===== config.mk =====
export PLATFORM = sky130hd
export DESIGN_NAME = sync_fifo_ctrl
export DESIGN_NICKNAME = d
export VERILOG_FILES = /design/src/rtl/sync_fifo_ctrl.sv
export SDC_FILE = /design/constraint.sdc
export NUM_CORES = 1
export LEC_CHECK = 0
export BUFFER_PORTS_ARGS = -buffer_cell sky130_fd_sc_hd__buf_2
export CAP_MARGIN = 0
export CORE_MARGIN = 2
export CORE_UTILIZATION = 32
export CTS_CLUSTER_SIZE = 8
export DETAILED_ROUTE_END_ITERATION = 7
export GPL_TIMING_DRIVEN = 0
export SLEW_MARGIN = 20
export SYNTH_ARGS = -nofsm -noshare
export SYNTH_HDL_FRONTEND = slang
export SYNTH_SLANG_ARGS = --single-unit
export TNS_END_PERCENT = 100

===== constraint.sdc =====
create_clock -name clk -period 2.3 [get_ports clk]
set_input_delay 0.46 -clock clk [delete_from_list [all_inputs] [get_ports clk]]
set_output_delay 0.46 -clock clk [all_outputs]
set_load 0.02 [all_outputs]

===== src/rtl/sync_fifo_ctrl.sv =====
// Single-clock FIFO controller with occupancy count, programmable almost flags,
// sticky error flags, synchronous flush and selectable first-word-fall-through read.
module sync_fifo_ctrl #(
  parameter int unsigned DATA_WIDTH = 8,
  parameter int unsigned ADDR_WIDTH = 2,
  parameter int unsigned AF_LEVEL   = 3,
  parameter int unsigned AE_LEVEL   = 1,
  parameter int unsigned FWFT       = 0
) (
  input  logic                  clk,
  input  logic                  reset,
  input  logic                  i_flush,
  input  logic                  i_clr_err,
  input  logic                  i_push,
  input  logic [DATA_WIDTH-1:0] i_push_data,
  input  logic                  i_pop,
  output logic [DATA_WIDTH-1:0] o_pop_data,
  output logic                  o_full,
  output logic                  o_empty,
  output logic                  o_almost_full,
  output logic                  o_almost_empty,
  output logic [ADDR_WIDTH:0]   o_count,
  output logic                  o_overflow,
  output logic                  o_underflow
);

  localparam int unsigned Depth = 2 ** ADDR_WIDTH;
  localparam logic [ADDR_WIDTH:0] DepthC = (ADDR_WIDTH + 1)'(Depth);
  localparam logic [ADDR_WIDTH:0] AfC    = (ADDR_WIDTH + 1)'(AF_LEVEL);
  localparam logic [ADDR_WIDTH:0] AeC    = (ADDR_WIDTH + 1)'(AE_LEVEL);
  localparam logic [ADDR_WIDTH:0] OneC   = (ADDR_WIDTH + 1)'(1);

  logic [DATA_WIDTH-1:0] mem [Depth];
  logic [ADDR_WIDTH-1:0] wr_ptr_q, wr_ptr_d, rd_ptr_q, rd_ptr_d;
  logic [ADDR_WIDTH:0]   count_q, count_d;
  logic [DATA_WIDTH-1:0] data_q, data_d;
  logic                  ovf_q, ovf_d, udf_q, udf_d;
  logic                  pop_ok, push_ok, wr_en, rd_en;

  // Flags decode the count register only, so no input-to-flag path exists.
  assign o_full         = (count_q == DepthC);
  assign o_empty        = (count_q == '0);
  assign o_almost_full  = (count_q >= AfC);
  assign o_almost_empty = (count_q <= AeC);
  assign o_count        = count_q;
  assign o_overflow     = ovf_q;
  assign o_underflow    = udf_q;
  assign o_pop_data     = data_q;

  assign pop_ok  = i_pop & ~o_empty;
  assign push_ok = i_push & (~o_full | pop_ok);
  assign wr_en   = push_ok & ~i_flush;
  assign rd_en   = pop_ok & ~i_flush;

  always_comb begin
    wr_ptr_d = wr_ptr_q + ADDR_WIDTH'(wr_en);
    rd_ptr_d = rd_ptr_q + ADDR_WIDTH'(rd_en);
    count_d  = count_q;
    unique case ({wr_en, rd_en})
      2'b10:   count_d = count_q + OneC;
      2'b01:   count_d = count_q - OneC;
      default: count_d = count_q;
    endcase
    if (i_flush) begin
      wr_ptr_d = '0;
      rd_ptr_d = '0;
      count_d  = '0;
    end

    ovf_d = i_clr_err ? 1'b0 : ovf_q;
    udf_d = i_clr_err ? 1'b0 : udf_q;
    if (i_push && !push_ok && !i_flush) ovf_d = 1'b1;
    if (i_pop && !pop_ok && !i_flush)   udf_d = 1'b1;

    data_d = data_q;
    if (FWFT == 0) begin
      if (rd_en) data_d = mem[rd_ptr_q];
    end else if (i_flush) begin
      data_d = '0;
    end else if (count_d != '0) begin
      // The new head is the word being written when nothing older remains.
      if (wr_en && (count_q == '0 || (count_q == OneC && rd_en))) begin
        data_d = i_push_data;
      end else begin
        data_d = mem[rd_ptr_d];
      end
    end
  end

  always_ff @(posedge clk or posedge reset) begin
    if (reset) begin
      wr_ptr_q <= '0;
      rd_ptr_q <= '0;
      count_q  <= '0;
      data_q   <= '0;
      ovf_q    <= 1'b0;
      udf_q    <= 1'b0;
    end else begin
      wr_ptr_q <= wr_ptr_d;
      rd_ptr_q <= rd_ptr_d;
      count_q  <= count_d;
      data_q   <= data_d;
      ovf_q    <= ovf_d;
      udf_q    <= udf_d;
    end
  end

  always_ff @(posedge clk) begin
    if (wr_en) mem[wr_ptr_q] <= i_push_data;
  end

endmodule


==> results of run 1 <==
-- cell families after synthesis --
group	Yosys count
buf+inv	13
mux	9
xor+xnor	5
flops	49
compound gates	10
simple gates	50
fa+ha+maj	6
-- worst register-to-register path, stage by stage (launching register included) --
cell and delay, ns:
sky130_fd_sc_hd__dfrtp_1 0.43, sky130_fd_sc_hd__inv_1 0.11, sky130_fd_sc_hd__ha_1 0.28, sky130_fd_sc_hd__nand3b_1 0.19, sky130_fd_sc_hd__nor2b_4 0.26, sky130_fd_sc_hd__nor3b_4 0.50
-- flip-flops by register name, summed over array words and instances (netlist names) --
| name | flops |
|---|---|
| wr_ptr_q | 2 |
| o_count | 3 |
| rd_ptr_q | 2 |
| o_pop_data | 8 |
| mem | 32 |
| o_overflow | 1 |
| o_underflow | 1 |
-- placed cells by master (no fill, tap or decap), types with 2 or more instances in the layout --
cell and n:
sky130_fd_sc_hd__o22ai_1 2, sky130_fd_sc_hd__nand2_1 27, sky130_fd_sc_hd__nor2_1 7, sky130_fd_sc_hd__edfxtp_1 32, sky130_fd_sc_hd__clkbuf_8 6, sky130_fd_sc_hd__mux4_2 8
sky130_fd_sc_hd__xor2_1 2, sky130_fd_sc_hd__inv_1 7, sky130_fd_sc_hd__dfrtp_1 17, sky130_fd_sc_hd__and3b_2 2, sky130_fd_sc_hd__buf_6 2, sky130_fd_sc_hd__buf_2 31
sky130_fd_sc_hd__xnor2_1 3, sky130_fd_sc_hd__ha_1 6, sky130_fd_sc_hd__clkbuf_1 2, sky130_fd_sc_hd__nor2b_1 2, sky130_fd_sc_hd__o21ai_0 2, sky130_fd_sc_hd__or2b_1 2
-- power by group through the flow --
stage / clock network, mW / logic (mW) / registers (mW)
global route: 0.666 / 0.861 / 1.14
global placement: 0 / 0.770 / 1.15
detailed placement: 0 / 0.781 / 1.15
floorplan: 0 / 0.436 / 1.25
finish: 0.617 / 0.773 / 1.13
CTS: 0.633 / 0.786 / 1.13
-- layout make-up --
class,count,area share
buffer,5,0.0182
clock buffer,6,0.0294
clock inverter,2,0.0157
inverter,8,0.0137
multi-input combinational,80,0.262
sequential,49,0.561
tap,77,0.0390
timing repair buffer,30,0.0608
-- worst paths after layout --
check | start | to | slack (ns) | cells past startpoint
min in group clk | i_clr_err | o_underflow$_DFFE_PP0P_ | 0.36 | 2
max reg2reg | o_count[0]$_DFFE_PP0P_ | mem[0][5]$_DFFE_PP_ | 0.18 | 5
max in group asynchronous | reset | o_pop_data[5]$_DFFE_PP0P_ | 1.64 | 2
max | o_count[1]$_DFFE_PP0P_ | o_empty | 0.16 | 5
min reg2reg | o_pop_data[0]$_DFFE_PP0P_ | o_pop_data[0]$_DFFE_PP0P_ | 0.48 | 2
min | reset | o_pop_data[2]$_DFFE_PP0P_ | 0.23 | 2
-- what timing repair did --
item,4_1_cts,5_1_grt
endpoints found under the setup margin,11,2
hold buffers,0,0
resized for setup,2,1
-- per-layer routing --
layer	vias up	share of wire
met5	-	0
met1	581	0.49
li1	575	-
met4	0	0.014
met2	33	0.44
met3	6	0.052
==> tab_implementation.tex, run 1 <==
\begin{tabular}{lr}
\hline
Metric & Value \\
\hline
\multicolumn{2}{l}{\textbf{Detailed routing}} \\
\quad Avg WL per Cell & 14.4 um \\
\quad Number of vias per cell & 4.65 \\
\quad Total vias in the final route & 1195 \\
\quad Detailed Routing Iterations Pass 1 & 4 \\
\quad Antenna viol nets, final & 0 \\
\quad Drt first-iter violations & 46 \\
\quad DR DRC count & 0 \\
\quad Routed Wire Length & 3700 um \\
\multicolumn{2}{l}{\textbf{Global routing}} \\
\quad Global routing met3 resource utilization & 0.0302 \\
\quad All-layer global routing usage & 0.111 \\
\quad Pin count of the biggest net entering global routing & 18 \\
\quad Antenna violations before repair & 0 \\
\quad Global route hottest layer & met2 \\
\quad GR met1 Demand/Resource & 0.150 \\
\quad Global-route wire length before repair & 5990 um \\
\quad Number of global-route vias before repair & 1199 \\
\quad Global route total overflow & 0 \\
\quad Met2 track demand over resource & 0.170 \\
\multicolumn{2}{l}{\textbf{Floorplan}} \\
\quad Core area & 6350 sq um \\
\quad Initial core utilization & 0.330 \\
\quad Count of boundary I/O pins & 31 \\
\quad Area enclosed by the die boundary & 7210 sq um \\
\quad Vert. Die Dim & 84.9 um \\
\quad Row count & 29 \\
\quad Die X-Extent & 84.9 um \\
\multicolumn{2}{l}{\textbf{Power and ir drop}} \\
\quad Switch Pwr & 829 uW \\
\quad Combinational cell fraction of total power & 0.307 \\
\quad VDD IR max & 553 uV \\
\quad Cell-internal power & 1.69 mW \\
\quad Switching share of power & 0.329 \\
\quad Leakage power figure & 1.02 nW \\
\quad Fraction of power consumed by the clock network & 0.245 \\
\quad Sequential share of power & 0.447 \\
\quad Total power & 2.52 mW \\
\quad Power density over cell area & 1020 nW/um\^{}2 \\
\multicolumn{2}{l}{\textbf{Cells and area}} \\
\quad Proportion of layout cells with a drive suffix above 1 & 0.322 \\
\quad Area used by sequential logic in the layout & 1390 sq um \\
\quad Footprint of the multi-input gates & 647 sq um \\
\quad Area grow syn2layout & 17.9\% \\
\quad Final design utilization & 0.389 \\
\quad Number of fillers in the final layout & 629 \\
\quad Area of all placed cells without fillers & 2470 sq um \\
\quad Number of nets at the end of the flow & 199 \\
\quad Non-filler cells in the finished layout & 257 \\
\quad \# diodes & 0 \\
\multicolumn{2}{l}{\textbf{Logic synthesis}} \\
\quad Portion of synthesized cell area occupied by the leading cell type & 0.459 \\
\quad Yosys reg bits & 49 \\
\quad Synthesized-area fraction occupied by and/or/nand/nor cells & 0.120 \\
\quad Post-Syn Nets & 162 \\
\quad Post-synthesis cell area & 2090 sq um \\
\quad YS warnings & 0 \\
\quad Number of distinct library cells after synthesis & 35 \\
\quad Sequential share of the synthesized area & 0.662 \\
\quad Mean Syn Cell Area & 14.8 sq um \\
\quad Count leader, synth & sky130\_fd\_sc\_hd\_\_edfxtp\_1 \\
\quad Share of the synthesized netlist area taken by xor and xnor gates & 0.0209 \\
\quad Leading post-synthesis cells by instance count & sky130\_fd\_sc\_hd\_\_edfxtp\_1 (32), sky130\_fd\_sc\_hd\_\_nand2\_1 (27), sky130\_fd\_sc\_hd\_\_dfrtp\_1 (17) \\
\quad Share of synthesized registers carrying an async set or reset & 0.347 \\
\quad Cell type with the largest total area after synthesis & sky130\_fd\_sc\_hd\_\_edfxtp\_1 \\
\quad Number of instances in the synthesized netlist & 142 \\
\quad Number of flops mapped to enable cells by yosys & 32 \\
\quad Largest family of logic cells by synthesized area & simple AND/OR/NAND/NOR gates \\
\quad Mux cell area share after synthesis & 0.0908 \\
\quad Leading post-synthesis cells by cell area & sky130\_fd\_sc\_hd\_\_edfxtp\_1 (46\%), sky130\_fd\_sc\_hd\_\_dfrtp\_1 (20\%), sky130\_fd\_sc\_hd\_\_mux4\_2 (8.6\%), sky130\_fd\_sc\_hd\_\_nand2\_1 (4.8\%), sky130\_fd\_sc\_hd\_\_ha\_1 (3.6\%) \\
\quad Fraction of the mapped netlist area in compound gates & 0.0346 \\
\quad Fraction of the mapped netlist area in adder cells & 0.0358 \\
\quad Dominant register cell in the synthesized netlist & sky130\_fd\_sc\_hd\_\_edfxtp\_1 \\
\multicolumn{2}{l}{\textbf{Timing}} \\
\quad Post-route worst setup slack & 0.162 ns \\
\quad Crit path time final & 2.14 ns \\
\quad Setup total negative slack & 0 ns \\
\quad Transition time of the tightest slew-check pin & 0.664 ns \\
\quad Final clock period utilization by the worst path & 0.930 \\
\quad Number of endpoints with negative hold slack in the final report & 0 \\
\quad Max Fclk & 468 MHz \\
\quad \# setup viols final & 0 \\
\quad Final count of pins violating max slew & 0 \\
\quad Layout Skew & 0.00396 ns \\
\quad Unrepaired setup endpoints after global routing & false \\
\quad Max transition margin & 0.557 \\
\quad Worst Hold Slack & 0.233 ns \\
\multicolumn{2}{l}{\textbf{Flow run}} \\
\quad Max-Cap Viols & 0 \\
\multicolumn{2}{l}{\textbf{Hold path}} \\
\quad Hold Path Class & input pin to async pin \\
\multicolumn{2}{l}{\textbf{Status}} \\
\quad Status & finished, final reports clean \\
\multicolumn{2}{l}{\textbf{Clock tree}} \\
\quad Clock Latency Late Sink & 0.30 ns \\
\quad CTS Buf Count & 5 \\
\quad CTS tree & yes \\
\quad Clock root buffer & sky130\_fd\_sc\_hd\_\_clkbuf\_8 \\
\quad Clock-pin slew on the worst setup and hold paths & 0.09 ns \\
\quad Maximum level of the CTS H-tree & 2 \\
\quad Clk sink count & 49 \\
\quad Longest Clk Path Bufs & 2 \\
\quad Number of post-CTS setup repair buffers & 0 \\
\multicolumn{2}{l}{\textbf{Worst setup path}} \\
\quad Cell with the largest stage delay on the worst path & sky130\_fd\_sc\_hd\_\_dfrtp\_1 \\
\quad Signal arrival time at the worst endpoint & 1.68 ns \\
\quad Most frequent cell on the critical path & sky130\_fd\_sc\_hd\_\_inv\_1 \\
\quad Top Family by Delay on Critical Path & flip-flops \\
\quad Kind of critical path & flop to output port \\
\quad Maximum single-stage delay on the critical path & 0.40 ns \\
\quad Required time of the worst setup path & 1.84 ns \\
\quad Crit path cell chain & inv\_1, ha\_1, or2b\_1, inv\_1, buf\_2 \\
\quad Buf/Inv on CP & 3 \\
\quad Nature of the critical path startpoint & flop \\
\quad Largest fanout of any net on the critical path & 6 \\
\quad Worst Setup End Kind & output port \\
\multicolumn{2}{l}{\textbf{Place}} \\
\quad Instance count after placement with tap cells included & 249 \\
\quad Port buffer count & 30 \\
\quad Instance area at placement & 2350 sq um \\
\quad HPWL after detailed placement & 2540 um \\
\quad Pre-CTS WS & -0.0114 ns \\
\quad Final Wtd Congestion & 0.685 \\
\hline
\end{tabular}
Note: power is estimated with default switching activity, not from simulation.
==> run 2: changes to the inputs <==
Settings changed: PLACE_DENSITY from default to 0.59.
==> run 2 against run 1 <==
- register-to-register slack improved by 0.14 ns
- maximum frequency increased by 2.3%
- sequential cell count unchanged
- combinational power increased by 3%
- power decreased by 3.9%
- cell count increased by 1.9%
==> tab_implementation.tex, run 2 (same netlist as run 1, synthesis figures left out) <==
\begin{tabular}{lr}
\hline
Metric & Value \\
\hline
\multicolumn{2}{l}{\textbf{Cells and area}} \\
\quad Area used by sequential logic in the layout & 1390 sq um (unchanged) \\
\quad Flip-flop count of the largest register after layout & 32 (unchanged) \\
\quad Commonest non-fill, non-tap cells in the layout & sky130\_fd\_sc\_hd\_\_edfxtp\_1 (32), sky130\_fd\_sc\_hd\_\_buf\_2 (31), sky130\_fd\_sc\_hd\_\_nand2\_1 (27) \\
\quad Final design utilization & 0.392 (+0.00296) \\
\quad Area grow syn2layout & 18.8\% \\
\quad Number of nets at the end of the flow & 204 (+2.5\%) \\
\quad Non-filler cells in the finished layout & 262 (+1.9\%) \\
\quad Register containing the most flip-flops in the final layout & mem \\
\quad Footprint of the multi-input gates & 649 sq um (+0.39\%) \\
\quad Proportion of layout cells with a drive suffix above 1 & 0.351 (+0.0291) \\
\quad Commonest non-fill, non-tap cell in the layout & sky130\_fd\_sc\_hd\_\_edfxtp\_1 \\
\quad \# diodes & 0 (unchanged) \\
\quad Number of fillers in the final layout & 591 (-6.0\%) \\
\quad Area of all placed cells without fillers & 2490 sq um (+0.76\%) \\
\multicolumn{2}{l}{\textbf{Floorplan}} \\
\quad Count of boundary I/O pins & 31 (unchanged) \\
\quad Die X-Extent & 84.9 um (unchanged) \\
\quad Vert. Die Dim & 84.9 um (unchanged) \\
\quad Row count & 29 (unchanged) \\
\quad Area enclosed by the die boundary & 7210 sq um (unchanged) \\
\quad Initial core utilization & 0.330 (unchanged) \\
\quad Core area & 6350 sq um (unchanged) \\
\multicolumn{2}{l}{\textbf{Power and ir drop}} \\
\quad Leakage power figure & 1.03 nW (+1.4\%) \\
\quad VDD IR max & 568 uV (+2.6\%) \\
\quad Total power & 2.42 mW (-3.9\%) \\
\quad Power density over cell area & 972 nW/um\^{}2 (-4.6\%) \\
\multicolumn{2}{l}{\textbf{Clock tree}} \\
\quad Clock root buffer & sky130\_fd\_sc\_hd\_\_clkbuf\_8 \\
\quad Number of hold-repair buffers added at the cts stage & 0 (unchanged) \\
\quad Clk sink count & 49 (unchanged) \\
\quad CTS Buf Count & 5 (unchanged) \\
\quad Clock Latency Late Sink & 0.30 ns (about the same) \\
\quad CTS tree & yes \\
\quad Clock-pin slew on the worst setup and hold paths & 0.09 ns (about the same) \\
\quad Longest Clk Path Bufs & 2 (unchanged) \\
\quad Maximum level of the CTS H-tree & 2 (unchanged) \\
\multicolumn{2}{l}{\textbf{Worst setup path}} \\
\quad CP Launch Point & o\_count[0]\$\_DFFE\_PP0P\_ \\
\quad Nature of the critical path startpoint & flop \\
\quad Worst Setup End Kind & output port \\
\quad Signal arrival time at the worst endpoint & 1.63 ns (-0.05 ns) \\
\quad Worst reg2reg startpoint & o\_count[0]\$\_DFFE\_PP0P\_ \\
\quad Required time of the worst setup path & 1.84 ns (about the same) \\
\quad Kind of critical path & flop to output port \\
\quad Largest fanout of any net on the critical path & 6 (unchanged) \\
\multicolumn{2}{l}{\textbf{Timing}} \\
\quad Final count of pins violating max slew & 0 (unchanged) \\
\quad Max Fclk & 478 MHz (+2.3\%) \\
\quad Final clock period utilization by the worst path & 0.909 (-0.0208) \\
\quad Unrepaired setup endpoints after global routing & false \\
\quad Max transition margin & 0.546 (-0.0115) \\
\quad Transition time of the tightest slew-check pin & 0.681 ns (+0.0173 ns) \\
\quad Crit path time final & 2.09 ns (-0.0477 ns) \\
\quad Layout Skew & 0.00894 ns (+0.00498 ns) \\
\quad \# setup viols final & 0 (unchanged) \\
\quad Worst Hold Slack & 0.241 ns (+0.00760 ns) \\
\quad Setup total negative slack & 0 ns (unchanged) \\
\quad Post-route worst setup slack & 0.210 ns (+0.0477 ns) \\
\quad Number of endpoints with negative hold slack in the final report & 0 (unchanged) \\
\multicolumn{2}{l}{\textbf{Global routing}} \\
\quad All-layer global routing usage & 0.108 (-0.00281) \\
\quad Number of global-route vias before repair & 1184 (-1.3\%) \\
\quad Pin count of the biggest net entering global routing & 18 (unchanged) \\
\quad Global-route wire length before repair & 5870 um (-2.1\%) \\
\quad Global route total overflow & 0 (unchanged) \\
\quad Antenna violations before repair & 0 (unchanged) \\
\multicolumn{2}{l}{\textbf{Place}} \\
\quad HPWL after detailed placement & 2530 um (-0.24\%) \\
\quad Port buffer count & 30 (unchanged) \\
\quad Instance area at placement & 2350 sq um (unchanged) \\
\quad Final Wtd Congestion & 0.703 (+2.6\%) \\
\quad Pre-CTS WS & -0.0452 ns (-0.0337 ns) \\
\quad Instance count after placement with tap cells included & 249 (unchanged) \\
\multicolumn{2}{l}{\textbf{Status}} \\
\quad Status & finished, final reports clean \\
\multicolumn{2}{l}{\textbf{Detailed routing}} \\
\quad Detailed Routing Iterations Pass 1 & 4 (unchanged) \\
\quad Total vias in the final route & 1181 (-1.2\%) \\
\quad Avg WL per Cell & 13.7 um (-5.0\%) \\
\quad Drt first-iter violations & 115 (+150\%) \\
\quad Number of vias per cell & 4.51 (-3.1\%) \\
\quad Antenna viol nets, final & 0 (unchanged) \\
\quad DR DRC count & 0 (unchanged) \\
\quad Routed Wire Length & 3580 um (-3.2\%) \\
\multicolumn{2}{l}{\textbf{Flow run}} \\
\quad Max-Cap Viols & 0 (unchanged) \\
\multicolumn{2}{l}{\textbf{Hold path}} \\
\quad Hold Path Class & input pin to async pin \\
\hline
\end{tabular}
run 2: cell count changes in the layout (fill, tap and decap cells not counted):
cell,delta
sky130_fd_sc_hd__clkinv_4,-1
sky130_fd_sc_hd__inv_6,+1
sky130_fd_sc_hd__ha_1,-1
sky130_fd_sc_hd__clkinv_2,+1
sky130_fd_sc_hd__ha_2,+1
sky130_fd_sc_hd__bufinv_16,-1
sky130_fd_sc_hd__clkbuf_1,-1
sky130_fd_sc_hd__buf_4,+5
sky130_fd_sc_hd__clkinvlp_4,+1
run 2: worst max-delay path, cell delays in order, from the launching register on:
cell and delay [ns]:
sky130_fd_sc_hd__dfrtp_1 0.44, sky130_fd_sc_hd__inv_1 0.14, sky130_fd_sc_hd__ha_2 0.25, sky130_fd_sc_hd__or2b_1 0.27, sky130_fd_sc_hd__inv_1 0.07, sky130_fd_sc_hd__buf_2 0.16
run 2: layout make-up:
class                           instances  share of cell area
Buffer                                  5              0.0181
Clock buffer                            5              0.0277
Clock inverter                          3             0.00855
Inverter                                8              0.0136
Multi-Input combinational cell         80               0.261
Sequential cell                        49               0.557
Tap cell                               77              0.0387
Timing Repair Buffer                   35              0.0754
run 2: timing repair:
item	in CTS	in global routing
buffers inserted	0	5
endpoints found under the setup margin	8	19
resized for setup	1	3
run 2: report_power, final:
| group | switching (mW) | total (mW) | internal, mW | leakage [nW] |
|---|---|---|---|---|
| clock | 0.288 | 0.504 | 0.216 | 0.0445 |
| combinational | 0.468 | 0.793 | 0.325 | 0.478 |
| sequential | 0.0629 | 1.12 | 1.06 | 0.512 |
run 2: per-layer routing:
metal	up-vias	wire, um	GRT usage
met1	561	1580	0.136
met5	-	0	0
met2	25	1830	0.181
met4	0	60	0.0433
li1	588	-	-
met3	7	109	0.0243
run 2: path summary, 6_finish.rpt:
path                                                   to  slack, ns  cells after the start
worst max-delay path                              o_empty       0.21                      5
min in group clk                  o_underflow$_DFFE_PP0P_       0.35                      2
worst min register to register  o_pop_data[3]$_DFFE_PP0P_       0.48                      2
worst min-delay path            o_pop_data[3]$_DFFE_PP0P_       0.24                      2
worst max register to register      rd_ptr_q[0]$_DFF_PP0_       0.32                      7
max in group asynchronous       o_pop_data[5]$_DFFE_PP0P_       1.62                      2
